===== src/rtl/pipe_pkg.sv =====
// Shared encodings for the pipeline hazard logic: forwarding selects,
// writeback-select codes and stall-cause codes.
package pipe_pkg;

  localparam int unsigned REG_AW = 5;

  localparam logic [1:0] FWD_RF  = 2'd0;
  localparam logic [1:0] FWD_WB  = 2'd1;
  localparam logic [1:0] FWD_MEM = 2'd2;

  localparam logic [1:0] DM2REG_LOAD = 2'b01;

  localparam logic [1:0] CAUSE_NONE = 2'd0;
  localparam logic [1:0] CAUSE_LOAD = 2'd1;
  localparam logic [1:0] CAUSE_BR   = 2'd2;
  localparam logic [1:0] CAUSE_MD   = 2'd3;

  // r0 is hardwired to zero, so it never forms a dependency
  function automatic logic reg_dep(input logic [REG_AW-1:0] src,
                                   input logic [REG_AW-1:0] dst);
    return (src != '0) && (src == dst);
  endfunction

  function automatic logic [1:0] fwd_sel(input logic [REG_AW-1:0] src,
                                         input logic              we_m,
                                         input logic [REG_AW-1:0] wa_m,
                                         input logic              we_w,
                                         input logic [REG_AW-1:0] wa_w);
    if (we_m && reg_dep(src, wa_m)) return FWD_MEM;
    if (we_w && reg_dep(src, wa_w)) return FWD_WB;
    return FWD_RF;
  endfunction

endpackage


===== src/rtl/hazard_ctrl_md_seq.sv =====
// HI/LO unit sequencer: reloads a countdown on every issue and reports busy
// until it reaches zero.
module md_seq #(
  parameter int unsigned MD_LAT = 4
) (
  input  logic clk,
  input  logic rst_n,
  input  logic hilo_we_i,
  output logic busy_o
);

  localparam int unsigned MD_W = (MD_LAT > 0) ? $clog2(MD_LAT + 1) : 1;

  logic [MD_W-1:0] md_cnt_q;
  logic [MD_W-1:0] md_cnt_d;

  always_comb begin
    md_cnt_d = md_cnt_q;
    if (hilo_we_i)
      md_cnt_d = MD_W'(MD_LAT);
    else if (md_cnt_q != '0)
      md_cnt_d = md_cnt_q - MD_W'(1);
  end

  always_ff @(posedge clk or negedge rst_n) begin
    if (!rst_n) md_cnt_q <= '0;
    else        md_cnt_q <= md_cnt_d;
  end

  assign busy_o = (md_cnt_q != '0);

endmodule


===== src/rtl/hazard_ctrl.sv =====
// Hazard detection, forwarding selection, HI/LO sequencing and stall
// statistics for the five-stage pipeline.
module hazard_ctrl
  import pipe_pkg::*;
#(
  parameter int unsigned MD_LAT = 4,
  parameter int unsigned CNT_W  = 16
) (
  input  logic             clk,
  input  logic             rst,
  input  logic [4:0]       rs_d,
  input  logic [4:0]       rt_d,
  input  logic             branch_d,
  input  logic             jr_d,
  input  logic             hilo_acc_d,
  input  logic [4:0]       rs_e,
  input  logic [4:0]       rt_e,
  input  logic [4:0]       rf_wa_e,
  input  logic             we_reg_e,
  input  logic [1:0]       dm2reg_e,
  input  logic             hilo_we_e,
  input  logic [4:0]       rf_wa_m,
  input  logic             we_reg_m,
  input  logic [1:0]       dm2reg_m,
  input  logic [4:0]       rf_wa_w,
  input  logic             we_reg_w,
  input  logic             clr_cnt,
  output logic             stall_f,
  output logic             stall_d,
  output logic             flush_e,
  output logic             forward_ad,
  output logic             forward_bd,
  output logic [1:0]       forward_ae,
  output logic [1:0]       forward_be,
  output logic             md_busy,
  output logic [CNT_W-1:0] stall_cnt,
  output logic [1:0]       stall_cause
);

  localparam logic MD_MULTI = (MD_LAT != 0);

  logic load_stall_c;
  logic br_stall_c;
  logic md_stall_c;
  logic stall_c;
  logic e_hits_c;
  logic m_load_hits_c;
  logic e_hits_rs_c;
  logic m_load_hits_rs_c;
  logic [1:0] cause_c;

  logic [CNT_W-1:0] stall_cnt_q, stall_cnt_d;
  logic [1:0]       stall_cause_q, stall_cause_d;

  md_seq #(.MD_LAT(MD_LAT)) u_md_seq (
    .clk       (clk),
    .rst_n     (rst),
    .hilo_we_i (hilo_we_e),
    .busy_o    (md_busy)
  );

  assign forward_ae = fwd_sel(rs_e, we_reg_m, rf_wa_m, we_reg_w, rf_wa_w);
  assign forward_be = fwd_sel(rt_e, we_reg_m, rf_wa_m, we_reg_w, rf_wa_w);
  assign forward_ad = we_reg_m & reg_dep(rs_d, rf_wa_m);
  assign forward_bd = we_reg_m & reg_dep(rt_d, rf_wa_m);

  assign load_stall_c = (dm2reg_e == DM2REG_LOAD) & we_reg_e &
                        (reg_dep(rs_d, rf_wa_e) | reg_dep(rt_d, rf_wa_e));

  // Branches compare in decode, so an ALU result still in E or a load in M
  // cannot be forwarded in time; jr only reads rs.
  assign e_hits_rs_c      = we_reg_e & reg_dep(rs_d, rf_wa_e);
  assign m_load_hits_rs_c = (dm2reg_m == DM2REG_LOAD) & reg_dep(rs_d, rf_wa_m);
  assign e_hits_c         = e_hits_rs_c | (we_reg_e & reg_dep(rt_d, rf_wa_e));
  assign m_load_hits_c    = m_load_hits_rs_c |
                            ((dm2reg_m == DM2REG_LOAD) & reg_dep(rt_d, rf_wa_m));
  assign br_stall_c = (branch_d & (e_hits_c | m_load_hits_c)) |
                      (jr_d & (e_hits_rs_c | m_load_hits_rs_c));

  assign md_stall_c = hilo_acc_d & (md_busy | (hilo_we_e & MD_MULTI));

  assign stall_c = load_stall_c | br_stall_c | md_stall_c;
  assign stall_f = stall_c;
  assign stall_d = stall_c;
  assign flush_e = stall_c;

  always_comb begin
    cause_c = CAUSE_NONE;
    if (load_stall_c)    cause_c = CAUSE_LOAD;
    else if (br_stall_c) cause_c = CAUSE_BR;
    else if (md_stall_c) cause_c = CAUSE_MD;
  end

  always_comb begin
    stall_cnt_d   = stall_cnt_q;
    stall_cause_d = stall_cause_q;
    if (clr_cnt) begin
      stall_cnt_d   = '0;
      stall_cause_d = CAUSE_NONE;
    end else if (stall_c) begin
      stall_cause_d = cause_c;
      if (stall_cnt_q != '1)
        stall_cnt_d = stall_cnt_q + CNT_W'(1);
    end
  end

  always_ff @(posedge clk or negedge rst) begin
    if (!rst) begin
      stall_cnt_q   <= '0;
      stall_cause_q <= CAUSE_NONE;
    end else begin
      stall_cnt_q   <= stall_cnt_d;
      stall_cause_q <= stall_cause_d;
    end
  end

  assign stall_cnt   = stall_cnt_q;
  assign stall_cause = stall_cause_q;

endmodule

===== config.mk =====
export PLATFORM = sky130hd
export DESIGN_NAME = hazard_ctrl
export DESIGN_NICKNAME = d
export VERILOG_FILES = /design/src/rtl/pipe_pkg.sv /design/src/rtl/hazard_ctrl_md_seq.sv /design/src/rtl/hazard_ctrl.sv
export SDC_FILE = /design/constraint.sdc
export NUM_CORES = 1
export LEC_CHECK = 0
export BUFFER_PORTS_ARGS = -buffer_cell sky130_fd_sc_hd__clkbuf_2
export CAP_MARGIN = 20
export CORE_ASPECT_RATIO = 1.2
export CORE_MARGIN = 2
export CORE_UTILIZATION = 53
export DETAILED_ROUTE_END_ITERATION = 16
export GPL_TIMING_DRIVEN = 0
export PLACE_DENSITY = 0.86
export SLEW_MARGIN = 25
export SYNTH_ARGS = -nofsm -noshare
export SYNTH_HDL_FRONTEND = slang
export SYNTH_HIERARCHICAL = 1
export SYNTH_SLANG_ARGS = --single-unit

===== constraint.sdc =====
create_clock -name clk -period 6.2 [get_ports clk]
set_input_delay 0.31 -clock clk [delete_from_list [all_inputs] [get_ports clk]]
set_output_delay 0.31 -clock clk [all_outputs]
set_load 0.02 [all_outputs]

# [Yosys cells after proc, flatten, opt, wreduce, memory -nomap -nowiden]
# Index checks and enable logic that the tools add are counted.
[word_totals] reg_bits=21 in_bits=49 elab_cells=81 output_inout_bits=28
[classes] n_eq_ne=11 bitwise_logic=20 addsub=2 muxes=24 n_reduce_logical=21
[op_table] op="$mux 16" n=3
[op_table] op="$eq 5x5->1" n=8
[op_table] op="$mux 2" n=13
[op_table] op="$reduce_bool 5->1" n=4
[op_table] op="$add 16x1->16 const B" n=1
[op_table] op="$ne 16x16->1 const B" n=1
[op_table] op="$logic_and 1x1->1" n=12
[op_table] op="$and 1x1->1" n=11
[op_table] op="$or 1x1->1" n=9
[op_table] op="$mux 1" n=6
[op_table] op="$mux 3" n=2
[op_table] op="$reduce_bool 2->1" n=3
[op_table] op="$eq 2x1->1 const B" n=2
[op_table] op="$reduce_bool 3->1" n=1
[op_table] op="$sub 3x1->3 const B" n=1
[op_table] op="$reduce_and 2->1" n=1

# [Logic depth before layout (Yosys ltp)]
# Gate-level depths: netlist of the first run.
[logic_depth] word_depth=11 mapped_depth=9 mapped_depth_nobuf=8

# [By module]
# Netlist of the first run, hierarchy kept.
[modules_own_cells] module="hazard_ctrl" seq_area_each_um2=450.4 area_per_inst_um2=1823.0 cells_each=211 n_inst=1
[modules_own_cells] module="md_seq" seq_area_each_um2=75.1 area_per_inst_um2=177.7 cells_each=16 n_inst=1

# [Worst setup path after synthesis of the first run]
# No wires, ideal clock.
[synth_timing] path_type="input-to-output" start="input rs_d[1]" end="output stall_d" cell_stages=8 required_time_ns=5.890 n_path_buf=2 t_arrival_ns=2.032 path_slack_ns=3.858 path_cell_list="or4_4 o211ai_2 nor2_2 o21ai_2 a32o_2 buf_4 nand2_1 buf_4"
[synth_via] elab_chain_cells=9
[synth_rtl] element="from (decl)" line="hazard_ctrl.sv:11" source="input logic [4:0] rs_d,"
[synth_rtl] element="$eq 5x5->1 / $reduce_bool 5->1 (equally long branches)" line="pipe_pkg.sv:21" source="return (src != '0) && (src == dst);"
[synth_rtl] element="$logic_and 1x1->1" line="pipe_pkg.sv:21"
[synth_rtl] element="$and 1x1->1, on equally long branches" line="hazard_ctrl.sv:72, hazard_ctrl.sv:73"
[synth_rtl] element="$or 1x1->1, on equally long branches" line="hazard_ctrl.sv:74, hazard_ctrl.sv:75"
[synth_rtl] element="$or 1x1->1" line="hazard_ctrl.sv:77" source="assign br_stall_c = (branch_d & (e_hits_c | m_load_hits_c)) |"
[synth_rtl] element="$and 1x1->1" line="hazard_ctrl.sv:77"
[synth_rtl] element="$or 1x1->1" line="hazard_ctrl.sv:77"
[synth_rtl] element="$or 1x1->1 * (2 in a row)" line="hazard_ctrl.sv:82" source="assign stall_c = load_stall_c | br_stall_c | md_stall_c;"
[synth_rtl] element="to (decl)" line="hazard_ctrl.sv:29" source="output logic stall_d,"
# Every way passes the cells marked *; elsewhere a longest branch is shown, timed or not.

# [Worst setup path in the final report of the first run]
[layout_timing] start="input rs_d[1]" end="output stall_f"
[layout_via] elab_chain_cells=9
[layout_rtl] element="$eq 5x5->1 / $reduce_bool 5->1 (equally long branches)" line="pipe_pkg.sv:21"
[layout_rtl] element="$logic_and 1x1->1" line="pipe_pkg.sv:21"
[layout_rtl] element="$and 1x1->1, on equally long branches" line="hazard_ctrl.sv:72, hazard_ctrl.sv:73"
[layout_rtl] element="$or 1x1->1, on equally long branches" line="hazard_ctrl.sv:74, hazard_ctrl.sv:75"
[layout_rtl] element="$or 1x1->1" line="hazard_ctrl.sv:77"
[layout_rtl] element="$and 1x1->1" line="hazard_ctrl.sv:77"
[layout_rtl] element="$or 1x1->1" line="hazard_ctrl.sv:77"
[layout_rtl] element="$or 1x1->1 * (2 in a row)" line="hazard_ctrl.sv:82"
[layout_rtl] element="to (decl)" line="hazard_ctrl.sv:28" source="output logic stall_f,"
# Marked as above.

==> results of run 1 <==
-- cell families (layout without fill, tap and decap cells) --
group / Yosys count / after routing / share of synthesized area
buf+inv: 16 / 94 / 0.0488
xor+xnor: 40 / 40 / 0.175
simple gates: 87 / 87 / 0.264
flops: 21 / 21 / 0.263
fa+ha+maj: 3 / 3 / 0.0188
compound gates: 59 / 59 / 0.225
mux: 1 / 1 / 0.00563
-- report_power, final --
part           internal (W)   total, W  switching (W)
combinational     0.0000805   0.000182       0.000101
clock             0.0000448  0.0000911      0.0000462
sequential         0.000151   0.000166      0.0000148
total              0.000276   0.000439       0.000162
-- layout make-up --
cell class / instances / area share
Clock buffer: 3 / 0.0166
Clock inverter: 1 / 0.00202
Timing Repair Buffer: 74 / 0.149
Tap cell: 52 / 0.0262
Inverter: 7 / 0.0106
Buffer: 9 / 0.0287
Multi-Input combinational cell: 190 / 0.555
Sequential cell: 21 / 0.212
-- layer usage --
layer,up-vias,global-route usage,share of wire,wire length [µm]
met3,11,0.0343,0.053,284
met1,976,0.318,0.42,2270
met5,-,0,0,0
met4,0,0.0914,0.018,98
met2,95,0.461,0.50,2700
li1,1019,-,-,-
-- how the worst min path moves through the flow --
stage | to | start | depth (start not counted) | slack [ps]
after CTS | stall_cnt[14] | rst | 1 | 20
after global placement | stall_cnt[14] | rst | 1 | 310
final | stall_cause[0] | rst | 1 | 10
after detailed placement | stall_cnt[14] | rst | 1 | 310
after floorplan | stall_cause[0] | rst | 0 | 10
after global routing | stall_cnt[14] | rst | 1 | 50
-- cell usage after synthesis, types with 3 or more instances --
cell / instances
a21oi_1: 13
buf_4: 4
o21ai_0: 3
and2_1: 3
xor2_1: 10
a211o_1: 4
inv_1: 6
buf_6: 3
a31oi_1: 7
nor3_1: 5
nor4_1: 7
o22a_1: 7
o21a_1: 3
dfrtp_1: 21
nand3_1: 9
nor2_1: 11
nand4_1: 10
and3_1: 4
nand2_1: 14
ha_1: 3
nor2_2: 3
xnor2_1: 30
or4_1: 4
-- critical path: cells and delay by family --
family | cells | cell delay [ps]
simple gates | 3 | 750
buf+inv | 4 | 640
compound gates | 3 | 700
-- placed cells by master (no fill, tap or decap), types with 4 or more instances in the layout --
| cell type | synthesis | routed |
|---|---|---|
| clkbuf_2 | 0 | 74 |
| xnor2_1 | 30 | 30 |
| dfrtp_1 | 21 | 21 |
| nand2_1 | 14 | 14 |
| a21oi_1 | 13 | 13 |
| nor2_1 | 11 | 11 |
| xor2_1 | 10 | 10 |
| nand4_1 | 10 | 10 |
| nand3_1 | 9 | 9 |
| nor4_1 | 7 | 7 |
| a31oi_1 | 7 | 7 |
| o22a_1 | 7 | 7 |
| inv_1 | 6 | 6 |
| nor3_1 | 5 | 5 |
| or4_1 | 4 | 4 |
| buf_4 | 4 | 4 |
| and3_1 | 4 | 4 |
| a211o_1 | 4 | 4 |
-- metrics by stage --
step           instances  worst slack, ps  total power [W]  hold WS, ps
4_1_cts              357             3520         0.000441         24.4
3_5_place_dp         353             3520         0.000351          313
2_1_floorplan        227             3860         0.000288         14.4
5_1_grt              357             3390         0.000464         46.4
6_report             357             3500         0.000439         11.3
3_3_place_gp         353             3540         0.000344          309
-- state kept, by name, summed over array words and instances, names as in the netlist --
register	count
stall_cnt	16
stall_cause	2
u_md_seq/md_cnt_q	3
==> results.yml, run 1 <==
global_route:
  grt_pass1_vias: 2048
  grt_usage: 0.261
  grt_start_max_net_pins: 22
  antenna_found_initial: 0
  overflow: 0
  grt_pass1_wl_mm: 8.87
sta:
  tightest_slew_ps: 555
  finalSetupTns_ps: 0
  report.final.slew_viol_count: 0
  final_hold_viol_count: 0
  rsz0062_at_grt: "no"
  min_period_ps: 2700
  finClkSkew_ps: 8.72
  fin_crit_sh: 0.436
  max-slew-margin-rel: 0.626
  setup_viol: 0
  clock.fmax_ghz: 0.370
synthesis:
  async_flop_share: 1.00
  synth_edf_count: 0
  seq_area_frac_synth: 0.263
  ys_ff_latch: 21
  ys_types: 58
  synthCells: 227
  avgSynthCellArea_um2: 8.81
  synthTopCellsByArea: "dfrtp_1, xnor2_1, xor2_1"
  synth_ff_type: "dfrtp_1"
  synth_nets: 279
  yosysWarnings: 6
  netlist.area_leader.share: 0.263
  syn_area_um2: 2000
  synth_largest_area_cell: "dfrtp_1"
setup_path:
  crit_path_max_fanout: 10
  reg2reg_slack_ps: 3750
  startpoint_type: "input pin"
  worst_r2r_endpoint: "stall_cnt[10]"
  cpMaxStageDelayCell: "or4_4"
  ff2ff_path_depth: 8
  cp_data_required_time_ps: 5890
  timing.critical_path.from: "rs_d[1]"
  endpoint: "stall_f"
  end_kind: "output port"
  critical_path_class: "in -> out"
  path_cells: "clkbuf_2, or4_4, o211ai_2, nor2_2, o21ai_2, a32o_2, buf_4, nand2_1, buf_4, clkbuf_2"
  critPathArrivalTime_ps: 2390
  worstReg2RegStart: "stall_cnt[0]"
  critPathMaxStageDelay_ps: 560
cts:
  cts.path.max_buffers: 2
  cts_tree: "yes"
  clk_latency_ps: 270
  cts.repair.resized: 0
  h-tree-depth: 1
  path_clk_slew_ps: 80
  cts-root-buf: "clkbuf_8"
  post-cts-setup-buffers: 0
  cts_sinks: 21
  cts_hold_buf: 0
  cts_made_buffers: 3
floorplan:
  initial_utilization: 0.551
  die_area_um2: 4280
  coreArea_um2: 3630
  die_h_um: 71.3
  num_rows: 24
  die_w_um: 60.1
  num_io_pins: 77
worst_hold_path:
  holdCritPathClass: "in -> async"
finish:
  area_growth_pct: 24.1
  final_nets: 358
  design_area_um2: 2480
  antenna_cells: 0
  seq_area_um2: 526
  fill_cells: 304
  multi_input_area_um2: 1380
  drive_gt1_frac: 0.344
  final_util: 0.683
route:
  dr_total_vias: 2101
  ant_nets: 0
  firstDrtPassIters: 4
  wire_per_inst_um: 15.0
  routed_wl_mm: 5.35
  drt_iter0_markers: 147
  drc: 0
  routed_via_density: 5.89
placement:
  gp_congestion: 0.890
  io_buffers: 74
  place_hpwl_mm: 4.21
  dpl-instance-area_um2: 2440
status:
  status: "finished clean"
power:
  p_leak_nw: 1.13
  power.density_nw_per_um2: 177
  irDropWorstVdd_v: 0.000123
run:
  maxCapViolCount: 0
Note: power is estimated with default switching activity, not from simulation.
==> run 2: changes to the inputs <==
--- a/config.mk
+++ b/config.mk
@@ -9,10 +9,10 @@
 export CAP_MARGIN = 20
 export CORE_ASPECT_RATIO = 1.2
 export CORE_MARGIN = 2
-export CORE_UTILIZATION = 53
+export CORE_UTILIZATION = 50
 export DETAILED_ROUTE_END_ITERATION = 16
 export GPL_TIMING_DRIVEN = 0
-export PLACE_DENSITY = 0.86
+export PLACE_DENSITY = 0.81
 export SLEW_MARGIN = 25
 export SYNTH_ARGS = -nofsm -noshare
 export SYNTH_HDL_FRONTEND = slang
==> constraint.sdc (replaced) <==
create_clock -name clk -period 2.5 [get_ports clk]
set_input_delay 0.125 -clock clk [delete_from_list [all_inputs] [get_ports clk]]
set_output_delay 0.125 -clock clk [all_outputs]
set_load 0.02 [all_outputs]
==> run 2 against run 1 <==
  * Routed wire length grew 0.60%
  * First-iteration DRC count shrank 33%
  * Worst hold slack gained 90 ps
  * Setup slack lost 3400 ps
  * Clock skew shrank 6.7 ps
  * Final cell count grew 1.4%
  * Combinational power grew to 2.6 times the previous value
  * Design area grew 1.7%
  * Global-route usage shrank 1.2 points
  * Sequential power grew 150%
  * Die area grew 5.6%
  * Critical path type is now reg -> reg
  * Largest power group unchanged
==> results.yml, run 2 (same netlist as run 1, synthesis figures left out) <==
cts:
  cts.path.max_buffers: 2
  cts_made_buffers: 3
  cts-root-buf: "clkbuf_8"
  cts_tree: "yes"
  clk_latency_ps: 270
  path_clk_slew_ps: 80
  cts_sinks: 21
  h-tree-depth: 1
route:
  routed_wl_mm: 5.38
  wire_per_inst_um: 14.9
  ant_nets: 0
  routed_via_density: 5.87
  drc: 0
  dr_total_vias: 2124
  drt_iter0_markers: 99
  firstDrtPassIters: 4
sta:
  rsz0062_at_grt: "no"
  setup_viol: 0
  report.final.slew_viol_count: 0
  finalSetupTns_ps: 0
  finalWorstSetupSlack_ps: 138
  clock.fmax_ghz: 0.423
  min_period_ps: 2360
  tightest_slew_ps: 613
  finClkSkew_ps: 2.00
  max-slew-margin-rel: 0.588
  final_hold_viol_count: 0
  fin_crit_sh: 0.945
setup_path:
  critical_path_class: "reg -> reg"
  cp_data_required_time_ps: 2710
  cpMaxStageDelayCell: "or3_1"
  critPathArrivalTime_ps: 2570
  startpoint_type: "flop"
  path_cells: "ha_1, inv_1, nor3_1, nand3_1, or3_1, or4_1, a21oi_2, a211o_1"
  end_kind: "flop"
  critPathMaxStageDelay_ps: 470
  crit_path_max_fanout: 7
  reg2reg_slack_ps: 140
power:
  clockPowerShare: 0.206
  intPower_w: 0.000696
  irDropWorstVdd_v: 0.000365
  sequentialPowerShare: 0.372
  switching_share: 0.368
  p_switching_w: 0.000406
  power.density_nw_per_um2: 437
  p_leak_nw: 1.16
  comb_power_share: 0.422
finish:
  antenna_cells: 0
  largest_reg_flops: 16
  drive_gt1_frac: 0.354
  final_nets: 361
  multi_input_area_um2: 1390
  mostFrequentLayoutCell: "clkbuf_2"
  layout_common_cells: "clkbuf_2, xnor2_1, dfrtp_1, nand2_1, a21oi_1"
  area_growth_pct: 26.1
  fill_cells: 358
  layoutNonFillerInstCount: 362
  seq_area_um2: 526
global_route:
  grt_pass1_wl_mm: 8.60
  grt_pass1_vias: 1930
  grt_usage: 0.249
  overflow: 0
  antenna_found_initial: 0
  grt_start_max_net_pins: 22
floorplan:
  coreArea_um2: 3880
  num_io_pins: 77
  initial_utilization: 0.516
  die_w_um: 61.7
  num_rows: 25
  die_h_um: 73.3
  die_area_um2: 4530
worst_hold_path:
  holdCritPathClass: "in -> reg"
placement:
  dp.cells: 355
  pre_cts_slack_ps: 174
  place_hpwl_mm: 4.21
  gp_congestion: 0.962
  io_buffers: 74
run:
  maxCapViolCount: 0
status:
  status: "finished clean"
==> run 2: layer usage <==
layer	GRT usage	share of wire	routed length (µm)	up-vias
li1	-	-	-	1028
met1	0.298	0.39	2120	985
met2	0.426	0.50	2710	90
met3	0.0335	0.069	370	21
met4	0.123	0.034	182	0
met5	0	0	0	-
==> run 2: critical path, delay by kind of cell, from the launching register on <==
family	cells	cell delay, ps
flip-flops	1	460
buffers and inverters	1	80
adder cells (fa/ha/maj)	1	230
AND/OR/NAND/NOR	4	1340
AO/OA/AOI/OAI	2	210
==> run 2: through the flow <==
stage | utilization | instance area [µm²] | hold WS, ps | power, W
4_1_cts | 0.643 | 2490 | 96.9 | 0.00110
6_report | 0.651 | 2520 | 101 | 0.00110
2_1_floorplan | - | 2000 | -171 | 0.000715
5_1_grt | 0.651 | 2520 | 120 | 0.00118
3_3_place_gp | 0.629 | 2440 | 124 | 0.000853
3_5_place_dp | 0.629 | 2440 | 129 | 0.000870
==> run 2: final timing paths <==
check                               start                    to  cells past startpoint
min                             hilo_we_e  u_md_seq/md_cnt_q[1]                      2
min reg2reg                stall_cause[1]        stall_cause[1]                      1
min in group asynchronous             rst  u_md_seq/md_cnt_q[1]                      2
max in group asynchronous             rst          stall_cnt[0]                      2
max                          stall_cnt[0]         stall_cnt[10]                      8
max reg2reg                  stall_cnt[0]         stall_cnt[10]                      8
==> run 2: timing repair <==
| action | CTS | global route |
|---|---|---|
| hold buffers | 1 | 0 |
| gates resized for setup | 0 | 4 |
| buffers inserted | 0 | 2 |
| endpoints found under the setup margin | 0 | 3 |
| endpoints found under the hold margin | 21 | 0 |
==> run 2: power by group through the flow <==
| stage | Clock, W | Combinational [W] | Sequential (W) |
|---|---|---|---|
| 3_3_place_gp | 0 | 0.000439 | 0.000414 |
| 3_5_place_dp | 0 | 0.000454 | 0.000417 |
| 6_report | 0.000227 | 0.000465 | 0.000410 |
| 2_1_floorplan | 0 | 0.000284 | 0.000430 |
| 4_1_cts | 0.000234 | 0.000456 | 0.000410 |
| 5_1_grt | 0.000244 | 0.000519 | 0.000415 |
==> run 2: area by class of cell <==
type,instances,area share
repair buffers,77,0.157
flip-flops and latches,21,0.208
plain buffers,9,0.0283
inverters,7,0.0104
clock inverters,1,0.00198
well taps,54,0.0268
clock buffers,3,0.0164
multi-input cells,190,0.551
